$ cat src/rtl/wbi_pkg.sv
`default_nettype none
// ============================================================================
//  Module      : wbi_pkg
//  Description : Shared types for the daisy-chained WB interconnect nodes.
//                Command and response records, local FSM states and the
//                address-decode helper.
//  Revision    : 1.0  initial release
// ============================================================================
package wbi_pkg;

    localparam int WBI_AW = 32;
    localparam int WBI_BW = 4;
    localparam int WBI_BL = 10;
    localparam int WBI_DW = 32;
    localparam int WBI_TW = 4;

    typedef enum logic [0:0] {
        IDLE = 1'b0,
        ACC  = 1'b1
    } fsm_e;

    typedef struct packed {
        logic [WBI_AW-1:0] adr;
        logic              we;
        logic [WBI_DW-1:0] dat;
        logic [WBI_BW-1:0] sel;
        logic [WBI_TW-1:0] tid;
        logic [WBI_BL-1:0] bl;
    } cmd_t;

    typedef struct packed {
        logic [WBI_DW-1:0] dat;
        logic              ack;
        logic              lack;
        logic              err;
        logic [WBI_TW-1:0] tid;
    } res_t;

    function automatic logic addr_hit(input logic [WBI_AW-1:0] adr,
                                      input logic [WBI_AW-1:0] base,
                                      input logic [WBI_AW-1:0] mask);
        return (adr & mask) == base;
    endfunction

endpackage
`default_nettype wire

$ cat src/rtl/wbi_arb2.sv
`default_nettype none
// ============================================================================
//  Module      : wbi_arb2
//  Description : Two-way round-robin grant. When both request, the source
//                that was not granted last wins.
//  Ports       : req[1:0] requests, last = index of last granted source,
//                gnt[1:0] one-hot grant (zero when no request).
//  Revision    : 1.0  initial release
// ============================================================================
module wbi_arb2 (
    input  logic [1:0] req,
    input  logic       last,
    output logic [1:0] gnt
);

    always_comb begin
        gnt = req;
        if (req == 2'b11) begin
            gnt = last ? 2'b01 : 2'b10;
        end
    end

endmodule
`default_nettype wire

$ cat src/rtl/wbi_res_merge.sv
`default_nettype none
// ============================================================================
//  Module      : wbi_res_merge
//  Description : Merges local and downstream response streams into one
//                registered upstream response. Round-robin between sources,
//                locked to one source from a burst's first beat to its
//                lack beat.
//  Ports       : clk/rst_n, en (ready gating after reset),
//                loc_vld_i/loc_res_i + loc_take_o   local slot
//                dn_vld_i/dn_res_i + dn_take_o      downstream chain
//                out_vld_o/out_res_o + out_rdy_i    upstream chain
//  Revision    : 1.0  initial release
// ============================================================================
module wbi_res_merge
    import wbi_pkg::*;
(
    input  logic clk,
    input  logic rst_n,
    input  logic en,
    input  logic loc_vld_i,
    input  res_t loc_res_i,
    input  logic dn_vld_i,
    input  res_t dn_res_i,
    input  logic out_rdy_i,
    output logic loc_take_o,
    output logic dn_take_o,
    output logic out_vld_o,
    output res_t out_res_o
);

    logic out_vld_q, out_vld_d;
    res_t out_res_q, out_res_d;
    logic lock_q, lock_d;
    logic lock_src_q, lock_src_d;   // 0 = local, 1 = downstream
    logic last_q, last_d;

    logic [1:0] arb_gnt;
    logic [1:0] gnt;
    logic       loadable;
    res_t       sel_res;

    wbi_arb2 u_arb (
        .req  ({dn_vld_i, loc_vld_i}),
        .last (last_q),
        .gnt  (arb_gnt)
    );

    always_comb begin
        // Register accepts a new beat when empty or draining this cycle.
        loadable = !out_vld_q || out_rdy_i;

        if (lock_q) begin
            gnt = lock_src_q ? {dn_vld_i, 1'b0} : {1'b0, loc_vld_i};
        end else begin
            gnt = arb_gnt;
        end

        loc_take_o = gnt[0] && loadable;
        dn_take_o  = gnt[1] && loadable && en;
        sel_res    = dn_take_o ? dn_res_i : loc_res_i;

        out_vld_d  = out_vld_q;
        out_res_d  = out_res_q;
        lock_d     = lock_q;
        lock_src_d = lock_src_q;
        last_d     = last_q;

        if (loc_take_o || dn_take_o) begin
            out_vld_d  = 1'b1;
            out_res_d  = sel_res;
            last_d     = dn_take_o;
            lock_src_d = dn_take_o;
            lock_d     = !sel_res.lack;
        end else if (out_rdy_i) begin
            out_vld_d  = 1'b0;
        end
    end

    always_ff @(posedge clk or negedge rst_n) begin
        if (!rst_n) begin
            out_vld_q  <= 1'b0;
            out_res_q  <= '0;
            lock_q     <= 1'b0;
            lock_src_q <= 1'b0;
            last_q     <= 1'b0;
        end else begin
            out_vld_q  <= out_vld_d;
            out_res_q  <= out_res_d;
            lock_q     <= lock_d;
            lock_src_q <= lock_src_d;
            last_q     <= last_d;
        end
    end

    assign out_vld_o = out_vld_q;
    assign out_res_o = out_res_q;

endmodule
`default_nettype wire

$ cat src/rtl/wbi_slave_port.sv
`default_nettype none
// ============================================================================
//  Module      : wbi_slave_port
//  Description : Slave-side tap on the daisy-chained WB interconnect.
//                Address hits run on the local Wishbone slave; misses go to
//                the next node through a one-entry forward register. Local
//                and downstream responses merge onto the upstream chain.
//  Ports       : mclk/reset_n                 clock, async active-low reset
//                wbu_cmd_* / wbu_res_*        upstream command / response
//                wbn_cmd_* / wbn_res_*        next-node command / response
//                wbs_*                        local Wishbone slave
//  Revision    : 1.0  initial release
// ============================================================================
module wbi_slave_port
    import wbi_pkg::*;
#(
    parameter int            AW       = WBI_AW,
    parameter int            BW       = WBI_BW,
    parameter int            BL       = WBI_BL,
    parameter int            DW       = WBI_DW,
    parameter logic [AW-1:0] SLV_BASE = 32'h3000_0000,
    parameter logic [AW-1:0] SLV_MASK = 32'hF000_0000
) (
    input  logic          mclk,
    input  logic          reset_n,
    output logic          wbu_cmd_wrdy_o,
    input  logic          wbu_cmd_wval_i,
    input  logic [AW-1:0] wbu_cmd_adr_i,
    input  logic          wbu_cmd_we_i,
    input  logic [DW-1:0] wbu_cmd_dat_i,
    input  logic [BW-1:0] wbu_cmd_sel_i,
    input  logic [3:0]    wbu_cmd_tid_i,
    input  logic [BL-1:0] wbu_cmd_bl_i,
    input  logic          wbu_res_rrdy_i,
    output logic          wbu_res_rval_o,
    output logic [DW-1:0] wbu_res_dat_o,
    output logic          wbu_res_ack_o,
    output logic          wbu_res_lack_o,
    output logic          wbu_res_err_o,
    output logic [3:0]    wbu_res_tid_o,
    input  logic          wbn_cmd_wrdy_i,
    output logic          wbn_cmd_wval_o,
    output logic [AW-1:0] wbn_cmd_adr_o,
    output logic          wbn_cmd_we_o,
    output logic [DW-1:0] wbn_cmd_dat_o,
    output logic [BW-1:0] wbn_cmd_sel_o,
    output logic [3:0]    wbn_cmd_tid_o,
    output logic [BL-1:0] wbn_cmd_bl_o,
    output logic          wbn_res_rrdy_o,
    input  logic          wbn_res_rval_i,
    input  logic [DW-1:0] wbn_res_dat_i,
    input  logic          wbn_res_ack_i,
    input  logic          wbn_res_lack_i,
    input  logic          wbn_res_err_i,
    input  logic [3:0]    wbn_res_tid_i,
    output logic          wbs_cyc_o,
    output logic          wbs_stb_o,
    output logic          wbs_we_o,
    output logic [AW-1:0] wbs_adr_o,
    output logic [DW-1:0] wbs_dat_o,
    output logic [BW-1:0] wbs_sel_o,
    output logic [BL-1:0] wbs_bl_o,
    output logic          wbs_bry_o,
    input  logic [DW-1:0] wbs_dat_i,
    input  logic          wbs_ack_i,
    input  logic          wbs_lack_i,
    input  logic          wbs_err_i
);

    localparam logic [BL-1:0] BEAT_ONE = BL'(1);

    // Ready outputs are gated until the first clock after reset so that
    // every output reads 0 while reset is held.
    logic out_en_q, out_en_d;

    cmd_t cmd_in;
    logic hit, fwd_free, cmd_xfer;

    logic fwd_vld_q, fwd_vld_d;
    cmd_t fwd_cmd_q, fwd_cmd_d;

    fsm_e          state_q, state_d;
    cmd_t          req_q, req_d;
    logic [BL-1:0] beat_cnt_q, beat_cnt_d;
    logic          loc_vld_q, loc_vld_d;
    res_t          loc_res_q, loc_res_d;
    logic          beat, beat_last, loc_take, dn_take;

    res_t dn_res, out_res;
    logic out_vld;

    assign cmd_in = '{adr: wbu_cmd_adr_i, we: wbu_cmd_we_i, dat: wbu_cmd_dat_i,
                      sel: wbu_cmd_sel_i, tid: wbu_cmd_tid_i, bl: wbu_cmd_bl_i};

    // ---------------- command decode / forward register ----------------
    assign hit            = addr_hit(wbu_cmd_adr_i, SLV_BASE, SLV_MASK);
    assign fwd_free       = !fwd_vld_q || wbn_cmd_wrdy_i;
    assign wbu_cmd_wrdy_o = out_en_q && (hit ? (state_q == IDLE) : fwd_free);
    assign cmd_xfer       = wbu_cmd_wval_i && wbu_cmd_wrdy_o;
    assign out_en_d       = 1'b1;

    always_comb begin
        fwd_vld_d = fwd_vld_q;
        fwd_cmd_d = fwd_cmd_q;
        if (fwd_free) begin
            fwd_vld_d = cmd_xfer && !hit;
            if (cmd_xfer && !hit) begin
                fwd_cmd_d = cmd_in;
            end
        end
    end

    // ---------------- local FSM: next state ----------------
    assign beat      = (state_q == ACC) && (wbs_ack_i || wbs_err_i);
    assign beat_last = (beat_cnt_q == BEAT_ONE) || wbs_lack_i || wbs_err_i;

    always_comb begin
        state_d = state_q;
        unique case (state_q)
            IDLE:    if (cmd_xfer && hit)   state_d = ACC;
            ACC:     if (beat && beat_last) state_d = IDLE;
            default:                        state_d = IDLE;
        endcase
    end

    // ---------------- local FSM: outputs ----------------
    always_comb begin
        wbs_cyc_o = (state_q == ACC);
        wbs_stb_o = (state_q == ACC);
    end

    // ---------------- local request / response datapath ----------------
    always_comb begin
        req_d      = req_q;
        beat_cnt_d = beat_cnt_q;
        loc_vld_d  = loc_vld_q;
        loc_res_d  = loc_res_q;

        if ((state_q == IDLE) && cmd_xfer && hit) begin
            req_d = cmd_in;
            // Writes are a single beat; bl still goes to the slave as-is.
            beat_cnt_d = (cmd_in.we || (cmd_in.bl == '0)) ? BEAT_ONE : cmd_in.bl;
        end

        if (loc_take) begin
            loc_vld_d = 1'b0;
        end

        if (beat) begin
            loc_vld_d      = 1'b1;
            loc_res_d.dat  = req_q.we ? '0 : wbs_dat_i;
            loc_res_d.ack  = wbs_ack_i;
            loc_res_d.lack = beat_last;
            loc_res_d.err  = wbs_err_i;
            loc_res_d.tid  = req_q.tid;
            beat_cnt_d     = beat_cnt_q - BEAT_ONE;
        end
    end

    always_ff @(posedge mclk or negedge reset_n) begin
        if (!reset_n) begin
            out_en_q   <= 1'b0;
            fwd_vld_q  <= 1'b0;
            fwd_cmd_q  <= '0;
            state_q    <= IDLE;
            req_q      <= '0;
            beat_cnt_q <= '0;
            loc_vld_q  <= 1'b0;
            loc_res_q  <= '0;
        end else begin
            out_en_q   <= out_en_d;
            fwd_vld_q  <= fwd_vld_d;
            fwd_cmd_q  <= fwd_cmd_d;
            state_q    <= state_d;
            req_q      <= req_d;
            beat_cnt_q <= beat_cnt_d;
            loc_vld_q  <= loc_vld_d;
            loc_res_q  <= loc_res_d;
        end
    end

    // The slave may only return a beat while the local slot is free.
    a_no_ack_when_full: assert property (@(posedge mclk) disable iff (!reset_n)
        beat |-> !loc_vld_q);

    // ---------------- response merge ----------------
    assign dn_res = '{dat: wbn_res_dat_i, ack: wbn_res_ack_i, lack: wbn_res_lack_i,
                      err: wbn_res_err_i, tid: wbn_res_tid_i};

    wbi_res_merge u_merge (
        .clk        (mclk),
        .rst_n      (reset_n),
        .en         (out_en_q),
        .loc_vld_i  (loc_vld_q),
        .loc_res_i  (loc_res_q),
        .dn_vld_i   (wbn_res_rval_i),
        .dn_res_i   (dn_res),
        .out_rdy_i  (wbu_res_rrdy_i),
        .loc_take_o (loc_take),
        .dn_take_o  (dn_take),
        .out_vld_o  (out_vld),
        .out_res_o  (out_res)
    );

    // ---------------- output mapping ----------------
    assign wbu_res_rval_o = out_vld;
    assign wbu_res_dat_o  = out_res.dat;
    assign wbu_res_ack_o  = out_res.ack;
    assign wbu_res_lack_o = out_res.lack;
    assign wbu_res_err_o  = out_res.err;
    assign wbu_res_tid_o  = out_res.tid;
    assign wbn_res_rrdy_o = dn_take;

    assign wbn_cmd_wval_o = fwd_vld_q;
    assign wbn_cmd_adr_o  = fwd_cmd_q.adr;
    assign wbn_cmd_we_o   = fwd_cmd_q.we;
    assign wbn_cmd_dat_o  = fwd_cmd_q.dat;
    assign wbn_cmd_sel_o  = fwd_cmd_q.sel;
    assign wbn_cmd_tid_o  = fwd_cmd_q.tid;
    assign wbn_cmd_bl_o   = fwd_cmd_q.bl;

    assign wbs_we_o  = req_q.we;
    assign wbs_adr_o = req_q.adr;
    assign wbs_dat_o = req_q.dat;
    assign wbs_sel_o = req_q.sel;
    assign wbs_bl_o  = req_q.bl;
    assign wbs_bry_o = out_en_q && !loc_vld_q;

endmodule
`default_nettype wire

$ cat config.mk
export PLATFORM = sky130hd
export DESIGN_NAME = wbi_slave_port
export DESIGN_NICKNAME = d
export VERILOG_FILES = /design/src/rtl/wbi_pkg.sv /design/src/rtl/wbi_arb2.sv /design/src/rtl/wbi_res_merge.sv /design/src/rtl/wbi_slave_port.sv
export SDC_FILE = /design/constraint.sdc
export NUM_CORES = 1
export LEC_CHECK = 0
export BUFFER_PORTS_ARGS = -buffer_cell sky130_fd_sc_hd__buf_2
export CORE_ASPECT_RATIO = 1.75
export CORE_MARGIN = 3
export CORE_UTILIZATION = 40
export CTS_CLUSTER_SIZE = 8
export DETAILED_ROUTE_END_ITERATION = 10
export GPL_ROUTABILITY_DRIVEN = 0
export MAX_ROUTING_LAYER = met4
export PLACE_DENSITY = 0.68
export SLEW_MARGIN = 20
export SYNTH_ARGS = -nofsm -noshare
export SYNTH_HDL_FRONTEND = slang
export SYNTH_SLANG_ARGS = --single-unit
$ cat constraint.sdc
create_clock -name mclk -period 3.5 [get_ports mclk]
set_input_delay 0.7 -clock mclk [delete_from_list [all_inputs] [get_ports mclk]]
set_output_delay 0.7 -clock mclk [all_outputs]
set_load 0.02 [all_outputs]
; Yosys cells after proc, flatten, opt, wreduce, memory -nomap -nowiden
; Cells that the tools add are included.
; W data, S select, Z words.
[totals]
ff_bits = 261
input_bits = 163
out_inout_bits = 208
elab_cells = 81
[op_classes]
add_sub_neg = 1
eq_ne = 3
mux = 17
bitwise_logic = 1
n_reduce_logical = 29
[ops]
columns = operator, count
row1 = $mux W39, 1
row2 = $mux W32, 1
row3 = $mux W10, 3
row4 = $logic_and A1 B1 Y1, 12
row5 = $eq A10 B1 Y1 const B, 1
row6 = $logic_not A10 Y1, 1
row7 = $sub A10 B1 Y10 const B, 1
row8 = $mux W2, 4
row9 = $logic_or A1 B1 Y1, 7
row10 = $mux W1, 7
row11 = $reduce_bool A2 Y1, 3
row12 = $logic_not A1 Y1, 5
row13 = $eq A4 B2 Y1 const B, 1
row14 = $eq A2 B2 Y1 const B, 1
row15 = $pmux W1 S2, 1
row16 = $reduce_and A2 Y1, 1
row17 = $not A1 Y1, 1

; Depth between registers and ports, before layout
; Gate-level depths: netlist of the first run.
[depth]
ltp_word = 9
mapped_depth = 7
ltp_nobuf = 5

; Hierarchy
; Synthesis of the first run repeated with hierarchy kept, for this count alone.
[unflattened]
cells_unflattened = 1094
hier_area_um2 = 11199.5
[modules_own_cells]
columns = mod, instances, cells_per_inst, area_each_um2, seq_area_each_um2
row1 = wbi_slave_port, 1, 857, 9228.9, 5480.3
row2 = wbi_res_merge, 1, 234, 1951.9, 1051.0
row3 = wbi_arb2, 1, 3, 18.8, 0.0

; Worst setup path before layout of the first run
; No wires, ideal clock.
[synth_timing]
kind = input-to-output
start = input wbu_res_rrdy_i
end = output wbn_res_rrdy_o
arrival_time_ps = 1425
required_time_ps = 2800
setup_slack_ps = 1375
path_stages = 3
n_path_buf = 1
cell_sequence = nor2b_1 -> nor4_4 -> buf_2
[synth_between]
elab_chain_cells = 3
[synth_rtl]
columns = item, line_no
row1 = from (decl), wbi_slave_port.sv:34  ; input logic wbu_res_rrdy_i,
row2 = $logic_or A1 B1 Y1, wbi_res_merge.sv:50  ; loadable = !out_vld_q || out_rdy_i;
row3 = $logic_and A1 B1 Y1 (2 in a row), wbi_res_merge.sv:59  ; dn_take_o = gnt[1] && loadable && en;
row4 = to (decl), wbi_slave_port.sv:49  ; output logic wbn_res_rrdy_o,
; Every way passes these cells.

; Worst setup path after layout of the first run
[layout_timing]
start = register u_merge.lock_src_q
end = output wbn_res_rrdy_o
[layout_between]
elab_chain_cells = 5
elab_cells_between_ends = 6
classes_between = 4 x mux / 2 x reduce/logical
[layout_rtl]
columns = item, line_no
row1 = from (decl), wbi_res_merge.sv:34  ; logic lock_src_q, lock_src_d;
row2 = from (signal assigned), wbi_res_merge.sv:90  ; lock_src_q <= lock_src_d;
row3 = $mux W2 (2 in a row), n/a
row4 = $mux W2 *, wbi_res_merge.sv:52  ; if (lock_q) begin
row5 = $logic_and A1 B1 Y1 * (2 in a row), wbi_res_merge.sv:59
; Mark *: on every way between the ends. The rest lies on a longest branch, timed or not.

==> results of run 1 <==
## critical path, delay by kind of cell, from the launching register on
family | cells | cell delay, ns
DFF | 1 | 0.44
buffers and inverters | 1 | 0.26
and+or+nand+nor | 2 | 0.50
## stage by stage
stage	cells	total power [mW]	utilization [%]
global placement	1662	7.830	47.34
global route	1705	11.69	51.04
floorplan	1045	6.872	-
finish	1705	11.04	51.04
CTS	1703	11.18	51.02
detailed placement	1662	7.939	47.34
## registers in the layout, summed over array words and instances (netlist names), 4 cells and up
name and flops:
wbs_bl_o 10, wbs_dat_o 32, beat_cnt_q 10, u_merge.out_res_o 39, wbn_cmd_bl_o 10, req_q 4, wbs_adr_o 32, loc_res_q 39
wbn_cmd_sel_o 4, wbn_cmd_dat_o 32, wbn_cmd_adr_o 32, wbs_sel_o 4, wbn_cmd_tid_o 4
## power by group through the flow
stage          combinational, mW  clock (mW)  sequential (mW)
2_1_floorplan               1.97           0             4.90
3_3_place_gp                3.36           0             4.47
3_5_place_dp                3.44           0             4.50
4_1_cts                     3.44        3.27             4.47
5_1_grt                     3.72        3.38             4.59
6_report                    3.40        3.17             4.47
## cell type report
type | count | area, sq um | share of cell area (%)
Tap cell | 364 | 455.4 | 3.319
Antenna cell | 2 | 5.005 | 0.03647
Clock buffer | 39 | 975.9 | 7.112
Multi-Input combinational cell | 603 | 3533 | 25.75
Clock inverter | 2 | 13.76 | 0.1003
Sequential cell | 261 | 6531 | 47.60
Inverter | 46 | 172.7 | 1.258
Timing Repair Buffer | 388 | 2034 | 14.83
## logic make-up (layout without fill, tap and decap cells)
| group | count (synthesis) | in the layout | synth area share [%] |
|---|---|---|---|
| xor gates and xnor gates | 2 | 2 | 0.1584 |
| and+or+nand+nor | 405 | 405 | 16.22 |
| buffers and inverters | 181 | 475 | 9.242 |
| AOI/OAI and AO/OA | 108 | 108 | 6.437 |
| muxes | 85 | 85 | 8.631 |
| other | 1 | 3 | 0.03390 |
| DFF | 261 | 261 | 59.05 |
| adders and majority gates | 2 | 2 | 0.2262 |
## per-layer routing
layer / routed length [um] / vias to the layer above / GRT usage, %
li1: - / 3903 / -
met1: 11330 / 4092 / 23.04
met2: 15680 / 372 / 35.24
met3: 1977 / 85 / 4.614
met4: 1284 / 0 / 9.596
met5: 0 / - / -
## final timing paths
kind,end,start,slack [ns]
worst max-delay path,wbn_res_rrdy_o,u_merge.lock_src_q$_DFFE_PN0P_,1.10
worst min-delay path,u_merge.out_res_o[18]$_DFFE_PN0P_,reset_n,0.15
worst max register to register,wbs_adr_o[27]$_DFFE_PN0P_,wbs_cyc_o$_DFF_PN0_,1.43
worst min register to register,wbs_adr_o[29]$_DFFE_PN0P_,wbs_adr_o[29]$_DFFE_PN0P_,0.46
max in group asynchronous,wbs_dat_o[24]$_DFFE_PN0P_,reset_n,2.41
min in group mclk,wbs_dat_o[8]$_DFFE_PN0P_,wbu_cmd_dat_i[8],0.41
## placed cells by master (no fill, tap or decap), drive strengths merged, types with 8 or more instances in the layout
cell,count
a22oi,39
clkbuf,39
nor3,8
dfrtp,261
nand3b,32
inv,47
o21ai,46
buf,388
nand2,324
mux2,83
==> metrics.txt, run 1 <==
crit end category=output port; sw frac=35.98%; hpwl dp=21,430 um; sw power=3.974 mW; post-cts sizing count=0; worst hold margin=0.1543 ns; clock slew at reported path FFs=0.05 ns; Synth async-reset ratio=100.0%; Clock Path Buffers=3; die width=131.7 um; DRT Wirelength=30,270 um; clock insertion delay at the later pin of the skew report=0.51 ns; outcome=finished clean; post-route cell area=0.01372 sq mm; synth cell count leaders=nand2_1, dfrtp_1, buf_4, mux2_1, inv_1; most frequent cell after synthesis=nand2_1; first-pass GRT wire length=47,630 um; Post-synth EDFFs=0; Max Cap Violations=0; Final min period=2.402 ns; DR iter-0 viols=368; drc violations=0; mean post-synth cell area=10.58 sq um; fmax=0.4163 GHz; Yosys reg bits=261; fraction of layout cells with a size suffix above 1=34.43%; Synth top area share=59.05%; via/cell ratio=4.957; Tcrit/Tclk final=68.63%; CP peak stage delay=0.44 ns; dpl ws=0.9551 ns; total global routing overflow=0; cells after synthesis=1,045; Cell Area, Synth=0.01106 sq mm; remaining antenna violation count=0; largest net degree at the start of global routing=83; PnR worst setup slack=1.098 ns; Crit Path Max Fanout=5; Seq pwr share=40.4%; Logic pwr share=30.8%; Slew headroom=54.97%; crit path DAT=1.70 ns; clock sinks=261; power per cell area=804.9 mW/mm^2; FILL cells=2,494; Via Count=8,452; Initial Utilization=41.14%; Synth Flop Type=dfrtp_1; CTS tree=done; LEAKAGE=7.225 nW; buffers added on ports=370; Final Setup Violations=0; Root Driver=clkbuf_16; clock power share=28.7%; Netlist cell types=47; number of global-route vias before repair=8,703; I/O pin cnt=371; area of the core=0.02689 sq mm; Layout area overhead=24.06%; Area contributors post-synth=dfrtp_1, nand2_1, mux2_1; syn_nets=1,210; fin nets=1,503; WP data required=2.80 ns; CP max stage cell=dfrtp_1; Die Y=226.0 um; Syn. warnings=0; CTS Hold Bufs=0; WL per Instance=17.75 um; Worst-Margin Slew=0.6755 ns; Global Route Usage Sum=20.62%; RSZ-0062 raised after global routing=no; num rows=79; CP cell instances=and3b_1 > nor4_4 > buf_2; internal power=7.070 mW; die area=0.02976 sq mm; drt first pass iters=5; Worst Reg2Reg Path Length in Cells=4; H-tree Lvls=2; sequential area share after synthesis=59.05%; CP Class=reg2out; cts bufs inserted=38; Final Skew=0.01988 ns; initial antenna violation count=2; dominant cell type by area after synthesis=dfrtp_1; DP Area=0.01273 sq mm; Setup TNS=0 ns; Worst Hold Class=in2async; Setup crit start kind=flip-flop; post-CTS setup buffers=0; final hold vios=0; Max Transition Viols Final=0; Max VDD drop=0.3991 mV
(Power assumes the default switching activity.)
==> inputs of run 2 (changes only) <==
--- a/config.mk
+++ b/config.mk
@@ -5,6 +5,7 @@
 export SDC_FILE = /design/constraint.sdc
 export NUM_CORES = 1
 export LEC_CHECK = 0
+export ABC_AREA = 1
 export BUFFER_PORTS_ARGS = -buffer_cell sky130_fd_sc_hd__buf_2
 export CORE_ASPECT_RATIO = 1.75
 export CORE_MARGIN = 3
@@ -13,7 +14,7 @@
 export DETAILED_ROUTE_END_ITERATION = 10
 export GPL_ROUTABILITY_DRIVEN = 0
 export MAX_ROUTING_LAYER = met4
-export PLACE_DENSITY = 0.68
+export PLACE_DENSITY = 0.7
 export SLEW_MARGIN = 20
 export SYNTH_ARGS = -nofsm -noshare
 export SYNTH_HDL_FRONTEND = slang
==> constraint.sdc (replaced) <==
create_clock -name mclk -period 2.15 [get_ports mclk]
set_input_delay 0.43 -clock mclk [delete_from_list [all_inputs] [get_ports mclk]]
set_output_delay 0.43 -clock mclk [all_outputs]
set_load 0.02 [all_outputs]
==> metrics.txt, run 2 <==
final total power=17.59 mW (+59%); power per cell area=1243 mW/mm^2 (+54%); Synth async-reset ratio=100.0% (unchanged); fmax=0.4889 GHz; Max Transition Viols Final=0 (unchanged); Setup crit start kind=flip-flop; WL per Instance=16.23 um (-8.6%); sw power=6.456 mW (+62%); clock insertion delay at the later pin of the skew report=0.51 ns (about the same); Root Driver=clkbuf_16; met2 GRT Util=35.82% (+0.58 points); DRT Wirelength=32,670 um (+7.9%); syn_nets=1,519 (+26%); most common cell after layout, fill and taps aside=nand2_1; Yosys reg bits=261 (unchanged); Synth Flop Type=dfrtp_1; H-tree Lvls=2 (unchanged); busiest grt layer=met2; LEAKAGE=8.123 nW (+12%); final core utilization=50.40% (-0.64 points); total global routing overflow=0 (unchanged); most frequent cell after synthesis=nand2_1; drc violations=0 (unchanged); Slew headroom=37.13% (-18 points); mux cell area share after synthesis=0% (-8.6 points); CTS tree=done; Synth Area in Simple Gates=26.42% (+10 points); Cell Area, Synth=0.01144 sq mm (+3.5%); post-synthesis compound-gate area fraction=4.155% (-2.3 points); Post-Synth XOR/XNOR Area=0.07654% (-0.082 points); Final Skew=0.01308 ns (-0.006800 ns); clock slew at reported path FFs=0.05 ns (about the same); Tcrit/Tclk final=95.14%; internal power=11.13 mW (+57%); Worst-Margin Slew=0.9431 ns (+0.2676 ns); clock power share=29.8% (+1.1 points); final hold vios=0 (unchanged); final cell count without fillers=2,013 (+18%); Max Cap Violations=0 (unchanged); buffers added on ports=370 (unchanged); die area=0.03075 sq mm (+3.3%); Crit Path Max Fanout=4 (-1); Max VDD drop=0.7189 mV (+80%); clock sinks=261 (unchanged); sequential area share after synthesis=57.07% (-2.0 points); crit path DAT=1.62 ns (-0.08 ns); crit end category=output port; Initial Utilization=40.76% (-0.38 points); Hold EP=u_merge.out_res_o[12]$_DFFE_PN0P_; Worst Hold Class=in2reg; remaining antenna violation count=0 (unchanged); die width=133.9 um (+1.6%); Adder-Cell Fraction of Synth Area=0.2187% (-0.0076 points); critical path's top delay family=buffers and inverters; synth cell count leaders=nand2_1, dfrtp_1, nand3_1, inv_1, buf_4; drt first pass iters=5 (unchanged); grt met1 use=25.56% (+2.5 points); sw frac=36.70% (+0.72 points); Final Setup Violations=0 (unchanged); DR iter-0 viols=524 (+42%); Post-synth EDFFs=0 (unchanged); Logic pwr share=30.9% (about the same); first-pass GRT wire length=51,740 um (+8.6%); CP peak stage delay=0.37 ns (-0.07 ns); Layout area overhead=23.64%; fraction of layout cells with a size suffix above 1=27.15% (-7.3 points); R2R Setup Slk=0.40 ns (-1.03 ns); largest family of logic cells by synthesized area=simple AND/OR/NAND/NOR gates; CP bufs+invs=3 (+2); number of global-route vias before repair=9,691 (+11%); cells after synthesis=1,354 (+30%); num rows=81 (+2.5%); Clock Path Buffers=3 (unchanged); Die Y=229.8 um (+1.7%); Synth top area share=57.07% (-2.0 points); I/O pin cnt=371 (unchanged); Netlist cell types=21 (-55%); Seq pwr share=39.3% (-1.1 points); Via Count=9,756 (+15%); CP Class=reg2out; Final min period=2.046 ns; hpwl dp=23,190 um (+8.2%); reg-to-reg endpoint=beat_cnt_q[0]$_DFFE_PN0P_; via/cell ratio=4.846 (-2.2%); Setup TNS=0 ns (unchanged); largest net degree at the start of global routing=84 (+1.2%); RSZ-0062 raised after global routing=no; mean post-synth cell area=8.452 sq um (-20%); fin nets=1,802 (+20%); Syn. warnings=0 (unchanged); most frequent cells in the layout=nand2_1, buf_2, dfrtp_1; placed cell count=1,969 (+18%); initial antenna violation count=1 (-1); hold_sp=wbn_res_dat_i[5]; Global Route Usage Sum=21.59% (+0.97 points); global-route met3 utilization=5.166% (+0.55 points); WP data required=1.72 ns (-1.08 ns); r2r startpoint=wbs_cyc_o$_DFF_PN0_; Worst Reg2Reg Path Length in Cells=7 (+3); CP cell instances=inv_1 > nor2_1 > a21oi_1 > nand2_1 > inv_2 > buf_2; area of the core=0.02807 sq mm (+4.4%); cts bufs inserted=38 (unchanged); CP max stage cell=dfrtp_1; outcome=finished clean; Hold Path Stages=3; dominant cell type by area after synthesis=dfrtp_1; Area contributors post-synth=dfrtp_1, nand2_1, nand3_1
run 2: cell types whose count changed after synthesis, sizes merged, moves of 4 or more:
cell | previous run | this run
nor2b | 4 | 0
nor3 | 8 | 2
mux2 | 83 | 0
nand3b | 32 | 0
nor2 | 6 | 35
nand3 | 4 | 213
o21ai | 46 | 86
a22oi | 39 | 0
nor4 | 4 | 0
inv | 46 | 111
nand2 | 324 | 475
clkbuf | 14 | 36
run 2: what timing repair did:
item / in CTS / in global routing
endpoints found under the setup margin: 0 / 1
hold endpoints to repair: 30 / 0
setup buffers: 0 / 0
hold buffers: 1 / 0
resized for setup: 0 / 1
run 2: worst register-to-register path: stages, from the launching register on:
cell and delay [ns]:
dfrtp_1 0.34, inv_1 0.13, nor2_4 0.41, inv_2 0.22
nand2_2 0.20, inv_1 0.19, nand2_1 0.10, nand2_1 0.06
run 2: metal layers:
metal  wire length (um)  vias to the layer above  share of wire [%]
li1                   -                     4706                  -
met1              12710                     4548                 39
met2              16140                      411                 49
met3               2670                       91                8.2
met4               1142                        0                3.5
met5                  0                        -                  0
run 2: worst max path at each step:
stage                                         from                        end  cells after the start
floorplan            u_merge.out_vld_o$_DFFE_PN0P_             wbn_res_rrdy_o                      6
global placement                         wbs_err_i  beat_cnt_q[6]$_DFFE_PN0P_                      8
detailed placement                       wbs_err_i  beat_cnt_q[0]$_DFFE_PN0P_                      8
CTS                             out_en_q$_DFF_PN0_             wbn_res_rrdy_o                      5
global route        u_merge.lock_src_q$_DFFE_PN0P_             wbn_res_rrdy_o                      6
finish              u_merge.lock_src_q$_DFFE_PN0P_             wbn_res_rrdy_o                      6
run 2: area by class of cell:
type | count | area (sq um)
multi-input combinational | 828 | 3561
sequential | 261 | 6533
clock inverter | 1 | 8.758
inverter | 111 | 416.7
clock buffer | 41 | 993.5
timing repair buffer | 397 | 2167
tap | 373 | 466.7
antenna | 1 | 2.502
fill | 2673 | 13920
run 2: through the flow:
stage / hold slack [ns] / setup slack (ns) / instance area [sq um]
2_1_floorplan: 0.1344 / 0.5713 / 11440
4_1_cts: 0.1119 / 0.02488 / 14140
6_report: 0.1368 / 0.1044 / 14150
5_1_grt: 0.1330 / 0.001144 / 14150
3_5_place_dp: 0.3434 / 0.2387 / 13130
3_3_place_gp: 0.3403 / 0.2276 / 13130
run 2: cells by family (layout without fill, tap and decap cells):
family / after synthesis / after routing
XOR/XNOR: 1 / 1
AO/OA/AOI/OAI: 95 / 95
adder cells (fa/ha/maj): 2 / 2
buffers and inverters: 265 / 550
flip-flops: 261 / 261
AND/OR/NAND/NOR: 729 / 729
other: 1 / 2
run 2: power groups by stage:
stage                     Clock, mW  Sequential, mW  Combinational, mW
after floorplan                   0            7.56               3.20
after global placement            0            6.92               5.39
after detailed placement          0            6.95               5.51
after CTS                      5.41            6.91               5.52
after global routing           5.60            7.06               6.04
final                          5.24            6.91               5.44
